<file path="src/rtl/mem_access_unit.sv">
// MEM-stage load/store initiator: one pipeline request per handshake, issued on the
// byte-addressed data-memory port, with halfwords split into two big-endian byte accesses.
module mem_access_unit #(
    parameter int ADDR_BITS   = 10,
    parameter bit CHECK_ALIGN = 1'b1
) (
    input  logic        clk,
    input  logic        rst_n,
    input  logic        req_valid,
    output logic        req_ready,
    input  logic        req_write,
    input  logic [1:0]  req_size,
    input  logic        req_signed,
    input  logic [31:0] req_addr,
    input  logic [31:0] req_wdata,
    input  logic [4:0]  req_rd,
    output logic        resp_valid,
    output logic [31:0] resp_rdata,
    output logic [4:0]  resp_rd,
    output logic        resp_err,
    output logic [31:0] address,
    output logic [31:0] write_data,
    output logic [1:0]  Mem_Write_Read,
    output logic        word_byte,
    input  logic [31:0] Read_data
);

    localparam logic [31:0] ADDR_MASK = 32'((64'd1 << ADDR_BITS) - 64'd1);

    localparam logic [1:0] SZ_BYTE = 2'b00;
    localparam logic [1:0] SZ_HALF = 2'b01;
    localparam logic [1:0] SZ_WORD = 2'b10;
    localparam logic [1:0] SZ_ILL  = 2'b11;

    localparam logic [1:0] CMD_IDLE  = 2'b00;
    localparam logic [1:0] CMD_WRITE = 2'b01;
    localparam logic [1:0] CMD_READ  = 2'b10;

    typedef enum logic [1:0] {IDLE, ACC0, ACC1, RESP} state_t;

    state_t      state;
    logic        lat_write;
    logic        lat_signed;
    logic [1:0]  lat_size;
    logic [4:0]  lat_rd;
    logic [7:0]  lat_wdata_lo;
    logic [7:0]  hi_byte;

    logic        accept;
    logic        range_bad;
    logic        align_bad;
    logic        req_fault;
    logic [31:0] addr_eff;
    logic [31:0] cmd_data;

    assign accept = req_valid & req_ready;

    // Fault classification and the memory-side address/data for the first access.
    always_comb begin
        addr_eff  = req_addr & ADDR_MASK;
        range_bad = (req_addr & ~ADDR_MASK) != 32'h0;
        align_bad = 1'b0;
        if (CHECK_ALIGN) begin
            align_bad = ((req_size == SZ_HALF) && req_addr[0]) ||
                        ((req_size == SZ_WORD) && (req_addr[1:0] != 2'b00));
        end else if (req_size == SZ_HALF) begin
            addr_eff[0] = 1'b0;
        end else if (req_size == SZ_WORD) begin
            addr_eff[1:0] = 2'b00;
        end
        req_fault = (req_size == SZ_ILL) || range_bad || align_bad;

        case (req_size)
            SZ_WORD: cmd_data = req_wdata;
            SZ_HALF: cmd_data = {24'h0, req_wdata[15:8]};
            default: cmd_data = {24'h0, req_wdata[7:0]};
        endcase
    end

    function automatic logic [31:0] extend(input logic [31:0] data,
                                           input logic [1:0]  size,
                                           input logic        sgn);
        case (size)
            SZ_BYTE: extend = {{24{sgn & data[7]}}, data[7:0]};
            SZ_HALF: extend = {{16{sgn & data[15]}}, data[15:0]};
            default: extend = data;
        endcase
    endfunction

    // NOTE: every register in this block uses <= so all of them sample the pre-edge values.
    always_ff @(posedge clk) begin
        if (!rst_n) begin
            state          <= IDLE;
            req_ready      <= 1'b1;
            resp_valid     <= 1'b0;
            resp_err       <= 1'b0;
            resp_rdata     <= 32'h0;
            resp_rd        <= 5'h0;
            Mem_Write_Read <= CMD_IDLE;
            address        <= 32'h0;
            write_data     <= 32'h0;
            word_byte      <= 1'b0;
            lat_write      <= 1'b0;
            lat_signed     <= 1'b0;
            lat_size       <= SZ_BYTE;
            lat_rd         <= 5'h0;
            lat_wdata_lo   <= 8'h0;
            hi_byte        <= 8'h0;
        end else begin
            // NOTE: defaults here make resp_valid and the memory command one-cycle pulses
            // unless a branch below re-asserts them.
            resp_valid     <= 1'b0;
            Mem_Write_Read <= CMD_IDLE;

            case (state)
                IDLE, RESP: begin
                    if (accept) begin
                        lat_write    <= req_write;
                        lat_signed   <= req_signed;
                        lat_size     <= req_size;
                        lat_rd       <= req_rd;
                        lat_wdata_lo <= req_wdata[7:0];
                        if (req_fault) begin
                            state      <= RESP;
                            req_ready  <= 1'b1;
                            resp_valid <= 1'b1;
                            resp_err   <= 1'b1;
                            resp_rdata <= 32'h0;
                            resp_rd    <= req_rd;
                        end else begin
                            state          <= ACC0;
                            req_ready      <= 1'b0;
                            Mem_Write_Read <= req_write ? CMD_WRITE : CMD_READ;
                            address        <= addr_eff;
                            write_data     <= cmd_data;
                            word_byte      <= (req_size != SZ_WORD);
                        end
                    end else begin
                        state     <= IDLE;
                        req_ready <= 1'b1;
                    end
                end

                ACC0: begin
                    if (lat_size == SZ_HALF) begin
                        // Big-endian: the byte at the even address is the high half.
                        hi_byte        <= Read_data[7:0];
                        state          <= ACC1;
                        Mem_Write_Read <= lat_write ? CMD_WRITE : CMD_READ;
                        address        <= {address[31:1], 1'b1};
                        write_data     <= {24'h0, lat_wdata_lo};
                        word_byte      <= 1'b1;
                    end else begin
                        state      <= RESP;
                        req_ready  <= 1'b1;
                        resp_valid <= 1'b1;
                        resp_err   <= 1'b0;
                        resp_rd    <= lat_rd;
                        resp_rdata <= lat_write ? 32'h0 : extend(Read_data, lat_size, lat_signed);
                    end
                end

                ACC1: begin
                    state      <= RESP;
                    req_ready  <= 1'b1;
                    resp_valid <= 1'b1;
                    resp_err   <= 1'b0;
                    resp_rd    <= lat_rd;
                    resp_rdata <= lat_write ? 32'h0 :
                                  extend({16'h0, hi_byte, Read_data[7:0]}, lat_size, lat_signed);
                end

                default: begin
                    state     <= IDLE;
                    req_ready <= 1'b1;
                end
            endcase
        end
    end

endmodule

</file>
<file path="config.mk">
export PLATFORM = sky130hd
export DESIGN_NAME = mem_access_unit
export DESIGN_NICKNAME = d
export VERILOG_FILES = /design/src/rtl/mem_access_unit.sv
export SDC_FILE = /design/constraint.sdc
export NUM_CORES = 1
export LEC_CHECK = 0
export CORE_ASPECT_RATIO = 0.7
export CORE_MARGIN = 2
export CORE_UTILIZATION = 45
export CTS_CLUSTER_DIAMETER = 60
export DETAILED_ROUTE_END_ITERATION = 8
export DONT_BUFFER_PORTS = 1
export PLACE_DENSITY_LB_ADDON = 0.2
export SLEW_MARGIN = 20
export SYNTH_ARGS = -nofsm -noshare
export SYNTH_HDL_FRONTEND = slang
export SYNTH_SLANG_ARGS = --single-unit
export TNS_END_PERCENT = 10
</file>
<file path="constraint.sdc">
create_clock -name clk -period 2.6 [get_ports clk]
set_input_delay 0.52 -clock clk [delete_from_list [all_inputs] [get_ports clk]]
set_output_delay 0.52 -clock clk [all_outputs]
set_load 0.02 [all_outputs]
</file>
==> impl_metrics.tcl, run 1 <==
set metrics [dict create \
    status "finished, final reports clean" \
    synth_ff_type "dfxtp_1" \
    final_cell_area_um2 5040 \
    io_buffers 0 \
    fin_skew_ps 7.04 \
    clock_path_buffers 2 \
    post_drt_wl_per_cell_um 18.0 \
    start_util 0.457 \
    yosys-top-cells-area "dfxtp_1, a22o_1, nand2_1" \
    ctsHoldBuffers 0 \
    top_usage_layer "met2" \
    max_cap_violations 0 \
    fill_cells 985 \
    fmax_mhz 459 \
    critPathCaptureType "flip-flop" \
    grt_pass1_vias 3299 \
    viasPerCell 5.79 \
    rsz0062_at_grt "false" \
    post_cts_buffers 0 \
    swShare 0.326 \
    crit_fanout 9 \
    post_cts_resized 0 \
    grt_use_met1 0.248 \
    hold_viol 0 \
    track_usage 0.194 \
    rows 31 \
    layout-drive-gt1-share 0.0938 \
    grt_max_degree 61 \
    power_leakage_nw 2.18 \
    die_area_um2 11200 \
    crit_type "reg -> reg" \
    synth_top_area_cell "dfxtp_1" \
    syn-cell-area_um2 4680 \
    postRouteAntennaNets 0 \
    power_frac_comb 0.187 \
    placed_area_um2 4760 \
    grt_first_pass_wirelength_mm 17.3 \
    synth_seq_area_share 0.479 \
    irDropWorstVdd_uv 440 \
    hold_path.class "in -> reg" \
    fin_crit_sh 0.837 \
    internal-power_mw 2.85 \
    start_kind "flip-flop" \
    vias 3662 \
    avgSynthCellArea_um2 9.37 \
    clkTransAtPathRegs_ps 70 \
    tns_ps 0 \
    seq_power_share 0.502 \
    areaGrowthSynthToFinish_pct 7.84 \
    timing.hold.ws_ps 267 \
    grt-ovfl-total 0 \
    synth_edf_count 0 \
    synthArstFlopShare 0 \
    grt_util_met2 0.314 \
    gp_congestion 0.809 \
    cts_sinks 112 \
    die_x_um 126 \
    min_period_ps 2180 \
    cts_buffers 9 \
    drv_slew 0 \
    place_hpwl_mm 8.14 \
    synthCells 499 \
    finalNonFillerCells 633 \
    cp_data_required_time_ps 2890 \
    clockPowerShare 0.312 \
    power_mw 4.22 \
    first_iter_violations 292 \
    dp_cells 617 \
    netlist.area_leader.share 0.479 \
    nets 609 \
    core_um2 10200 \
    io_pins 215 \
    cp.arrival_ps 2460 \
    clk_latency_ps 340 \
    final.setup.worst_slack_ps 423 \
    fin_util 0.493 \
    root_buffer "clkbuf_16" \
    ys_ff_latch 112 \
    synth_cell_types 46 \
    drt-total-wl_mm 11.4 \
    setup_viol 0 \
    cts_max_level 3 \
    pre_cts_ws_ps 123 \
    met3_usage 0.0808 \
    cts_tree "done" \
    antenna_found_initial 0 \
    route.detailed.drc 0 \
    maxSlewHeadroom 0.272 \
    diodes 0 \
    yosysWarnings 0 \
    fp.dieH_um 89.3 \
    drt-pass1-iter-count 5 \
    p_switching_mw 1.37 \
    tightest_slew_ps 1090 \
    powerDensity_nw_per_um2 837 \
]
-- area by class of cell --
cell class	count	area (µm²)	area share
Clock buffer	11	243	0.0481
Clock inverter	5	38.8	0.00769
Inverter	6	22.5	0.00447
Multi-Input combinational cell	350	2200	0.437
Sequential cell	112	2240	0.445
Tap cell	132	165	0.0327
Timing Repair Buffer	17	128	0.0253
-- power by group through the flow --
stage          Sequential [mW]  Combinational [mW]  Clock [mW]
2_1_floorplan             2.12               0.614           0
3_3_place_gp              2.16               0.777           0
3_5_place_dp              2.16               0.788           0
4_1_cts                   2.12               0.790        1.37
5_1_grt                   2.14               0.877        1.43
6_report                  2.12               0.787        1.32
-- final timing paths --
kind	startpoint	endpoint	slack, ps	cells after the start
setup / recovery	state[1]	write_data[1]	420	6
hold / removal	rst_n	req_ready	270	1
setup reg to reg	state[1]	write_data[1]	420	6
hold reg to reg	hi_byte[3]	hi_byte[3]	460	2
-- placed cells by master, fill, tap and decap left out, types with 2 or more instances in the layout --
cell type and instances:
dfxtp_1 112, nand2_1 69, o21ai_0 35, a21boi_0 34
a22o_1 31, a21oi_1 29, nand3_1 26, a21o_1 25
conb_1 22, buf_4 17, o211a_1 13, nor2_1 10
clkbuf_16 9, a222oi_1 8, inv_1 6, nor4_2 5
mux2i_1 5, ha_1 5, nor3_1 4, inv_6 3
o21ai_2 2, nor3b_1 2, and4_1 2, and2_1 2
o221a_2 2
-- cell families (layout without fill, tap and decap cells) --
logic type / count (synthesis) / count (layout) / synth area share
flops: 112 / 112 / 0.479
buf+inv: 58 / 39 / 0.0677
simple gates: 131 / 131 / 0.140
compound gates: 186 / 186 / 0.286
fa+ha+maj: 5 / 5 / 0.0134
mux: 6 / 6 / 0.0131
other cells: 1 / 22 / 0.000802
-- cells in the mapped netlist, types with 4 or more instances --
cell type / instances
a22o_1: 31
nor2_1: 10
a222oi_1: 8
o21ai_0: 35
a21o_1: 25
a21boi_0: 34
inv_1: 6
o211a_1: 13
ha_1: 5
nor4_2: 5
buf_4: 22
clkbuf_1: 26
dfxtp_1: 112
nand2_1: 69
mux2i_1: 5
nand3_1: 26
nor3_1: 4
a21oi_1: 29
-- state kept, by name (all words and copies together), names as in the netlist --
name	cells
lat_rd	5
req_ready	1
lat_size	2
resp_valid	1
resp_rd	5
write_data	32
state	2
Mem_Write_Read	2
hi_byte	8
lat_write	1
address	10
lat_wdata_lo	8
word_byte	1
resp_err	1
lat_signed	1
resp_rdata	32
-- worst max-delay path: stages, from the launching register on --
cell and delay, ps:
dfxtp_1 350, inv_1 50, ha_1 290, nor3b_1 920
a222oi_1 220, nand3_1 150, o211a_1 140
-- layer usage --
| layer | share of wire | wire (µm) | up-vias |
|---|---|---|---|
| met3 | 0.10 | 1140 | 7 |
| met4 | 0.0058 | 66 | 0 |
| met5 | 0 | 0 | - |
| li1 | - | - | 1766 |
| met2 | 0.46 | 5250 | 160 |
| met1 | 0.43 | 4940 | 1729 |
Power figures use the tool's default switching activity.
==> run 2: changes to the inputs <==
==> constraint.sdc (replaced) <==
create_clock -name clk -period 1.83 [get_ports clk]
set_input_delay 0.366 -clock clk [delete_from_list [all_inputs] [get_ports clk]]
set_output_delay 0.366 -clock clk [all_outputs]
set_load 0.02 [all_outputs]
==> run 2 against run 1 <==
Effect of this change:
- total power up 49%
- sequential cell count unchanged
- fmax up 23%
- setup slack lost 360 ps
- combinational power increased by 63%
- sequential power is 42% higher
- non-clock buffer count rose by 16
- critical path depth is 2 higher
- clock-buffer cell count is 1 lower
- highest routed layer unchanged
==> impl_metrics.tcl, run 2 (synthesis results as in run 1) <==
set metrics [dict create \
    nets 625 \
    seq_area_um2 2240 \
    min_period_ps 1770 \
    tightest_slew_ps 677 \
    clk_latency_ps 340 \
    internal-power_mw 4.29 \
    gp_congestion 0.826 \
    seq_power_share 0.479 \
    power_leakage_nw 2.27 \
    fin_util 0.517 \
    mostFrequentLayoutCell "dfxtp_1" \
    crit_type "reg -> reg" \
    dp_cells 633 \
    route.detailed.drc 0 \
    max_cap_violations 0 \
    swShare 0.318 \
    cts_sinks 112 \
    start_util 0.457 \
    crit_fanout 13 \
    fmax_mhz 566 \
    power_frac_comb 0.203 \
    viasPerCell 5.71 \
    rows 31 \
    track_usage 0.198 \
    grt_pass1_vias 3299 \
    drt-total-wl_mm 11.6 \
    place_hpwl_mm 8.44 \
    multi_input_area_um2 2270 \
    layout_common_cells "dfxtp_1, nand2_1, o21ai_0" \
    grt_max_degree 61 \
    io_buffers 0 \
    cp_common_cell "buf_4" \
    setup_viol 0 \
    critPathCaptureType "flip-flop" \
    timing.hold.ws_ps 109 \
    hold_viol 0 \
    diodes 0 \
    start_kind "flip-flop" \
    status "finished, final reports clean" \
    irDropWorstVdd_uv 571 \
    post_drt_wl_per_cell_um 17.9 \
    cp_data_required_time_ps 2070 \
    crit_slowest_cell "dfxtp_1" \
    postRouteAntennaNets 0 \
    cp.arrival_ps 2010 \
    die_area_um2 11200 \
    p_switching_mw 2.00 \
    drt-pass1-iter-count 6 \
    fill_cells 949 \
    power_mw 6.29 \
    core_um2 10200 \
    cts_max_level 3 \
    maxSlewHeadroom 0.546 \
    powerDensity_nw_per_um2 1190 \
    grt-ovfl-total 0 \
    vias 3708 \
    antenna_found_initial 0 \
    cp_slowest_stage_delay_ps 340 \
    layout-drive-gt1-share 0.145 \
    cts_buffers 9 \
    clock_path_buffers 2 \
    fp.dieH_um 89.3 \
    rsz0062_at_grt "true" \
    clkTransAtPathRegs_ps 70 \
    io_pins 215 \
    drv_slew 0 \
    areaGrowthSynthToFinish_pct 13.3 \
    fin_skew_ps 6.97 \
    die_x_um 126 \
    clockPowerShare 0.318 \
    fin_crit_sh 0.965 \
    crit_chain "inv_1, ha_1, buf_8, o31a_1, buf_4, nor2_2, buf_4, o211a_1" \
    cts_tree "done" \
    top_regs "resp_rdata: 32 flops, write_data: 32 flops, address: 10 flops" \
    finalNonFillerCells 649 \
    grt_first_pass_wirelength_mm 17.4 \
    hold_path.class "in -> reg" \
    first_iter_violations 254 \
    root_buffer "clkbuf_16" \
]
## run 2: routing by layer
metal | vias to the layer above | part of all wire | GRT usage
met5 | - | 0 | 0
met4 | 0 | 0.010 | 0.0430
met3 | 11 | 0.097 | 0.0910
met2 | 167 | 0.45 | 0.306
met1 | 1738 | 0.45 | 0.257
li1 | 1792 | - | -
## run 2: timing repair
item	in CTS	in global routing
hold buffers	0	0
setup buffers	0	0
endpoints found under the setup margin	39	73
pin swaps	0	0
resized for setup	4	8
## run 2: worst paths after layout
| check | startpoint | endpoint | slack (ps) | cells past startpoint |
|---|---|---|---|---|
| max | state[0] | write_data[2] | 60 | 8 |
| min | rst_n | req_ready | 110 | 1 |
| max reg2reg | state[0] | write_data[2] | 60 | 8 |
| min reg2reg | lat_rd[2] | lat_rd[2] | 460 | 2 |
## run 2: cell type report
cell class,count,area share
Inverter,6,0.00425
Clock buffer,10,0.0451
Tap cell,132,0.0312
Sequential cell,112,0.423
Clock inverter,6,0.0125
Multi-Input combinational cell,350,0.429
Timing Repair Buffer,33,0.0553
## run 2: power by group through the flow
stage          logic [mW]  registers (mW)  clock network (mW)
6_report             1.28            3.01                2.00
5_1_grt              1.41            3.04                2.14
4_1_cts              1.25            3.02                2.06
3_5_place_dp         1.24            3.07                   0
3_3_place_gp         1.22            3.07                   0
2_1_floorplan       0.874            3.01                   0
## run 2: stage by stage
stage / setup WS, ps / area, µm² / TNS, ps
6_report: 63.6 / 5300 / 0
5_1_grt: -28.9 / 5300 / -257
4_1_cts: -3.34 / 5270 / -3.34
3_5_place_dp: -403 / 4950 / -7260
3_3_place_gp: -256 / 4950 / -4490
2_1_floorplan: -39.8 / 4780 / -690
## run 2: critical path, delay by kind of cell, from the launching register on
kind | cells | cell delay [ps]
flip-flops | 1 | 340
AO/OA/AOI/OAI | 2 | 440
buffers and inverters | 4 | 520
adder cells (fa/ha/maj) | 1 | 320
AND/OR/NAND/NOR | 1 | 40
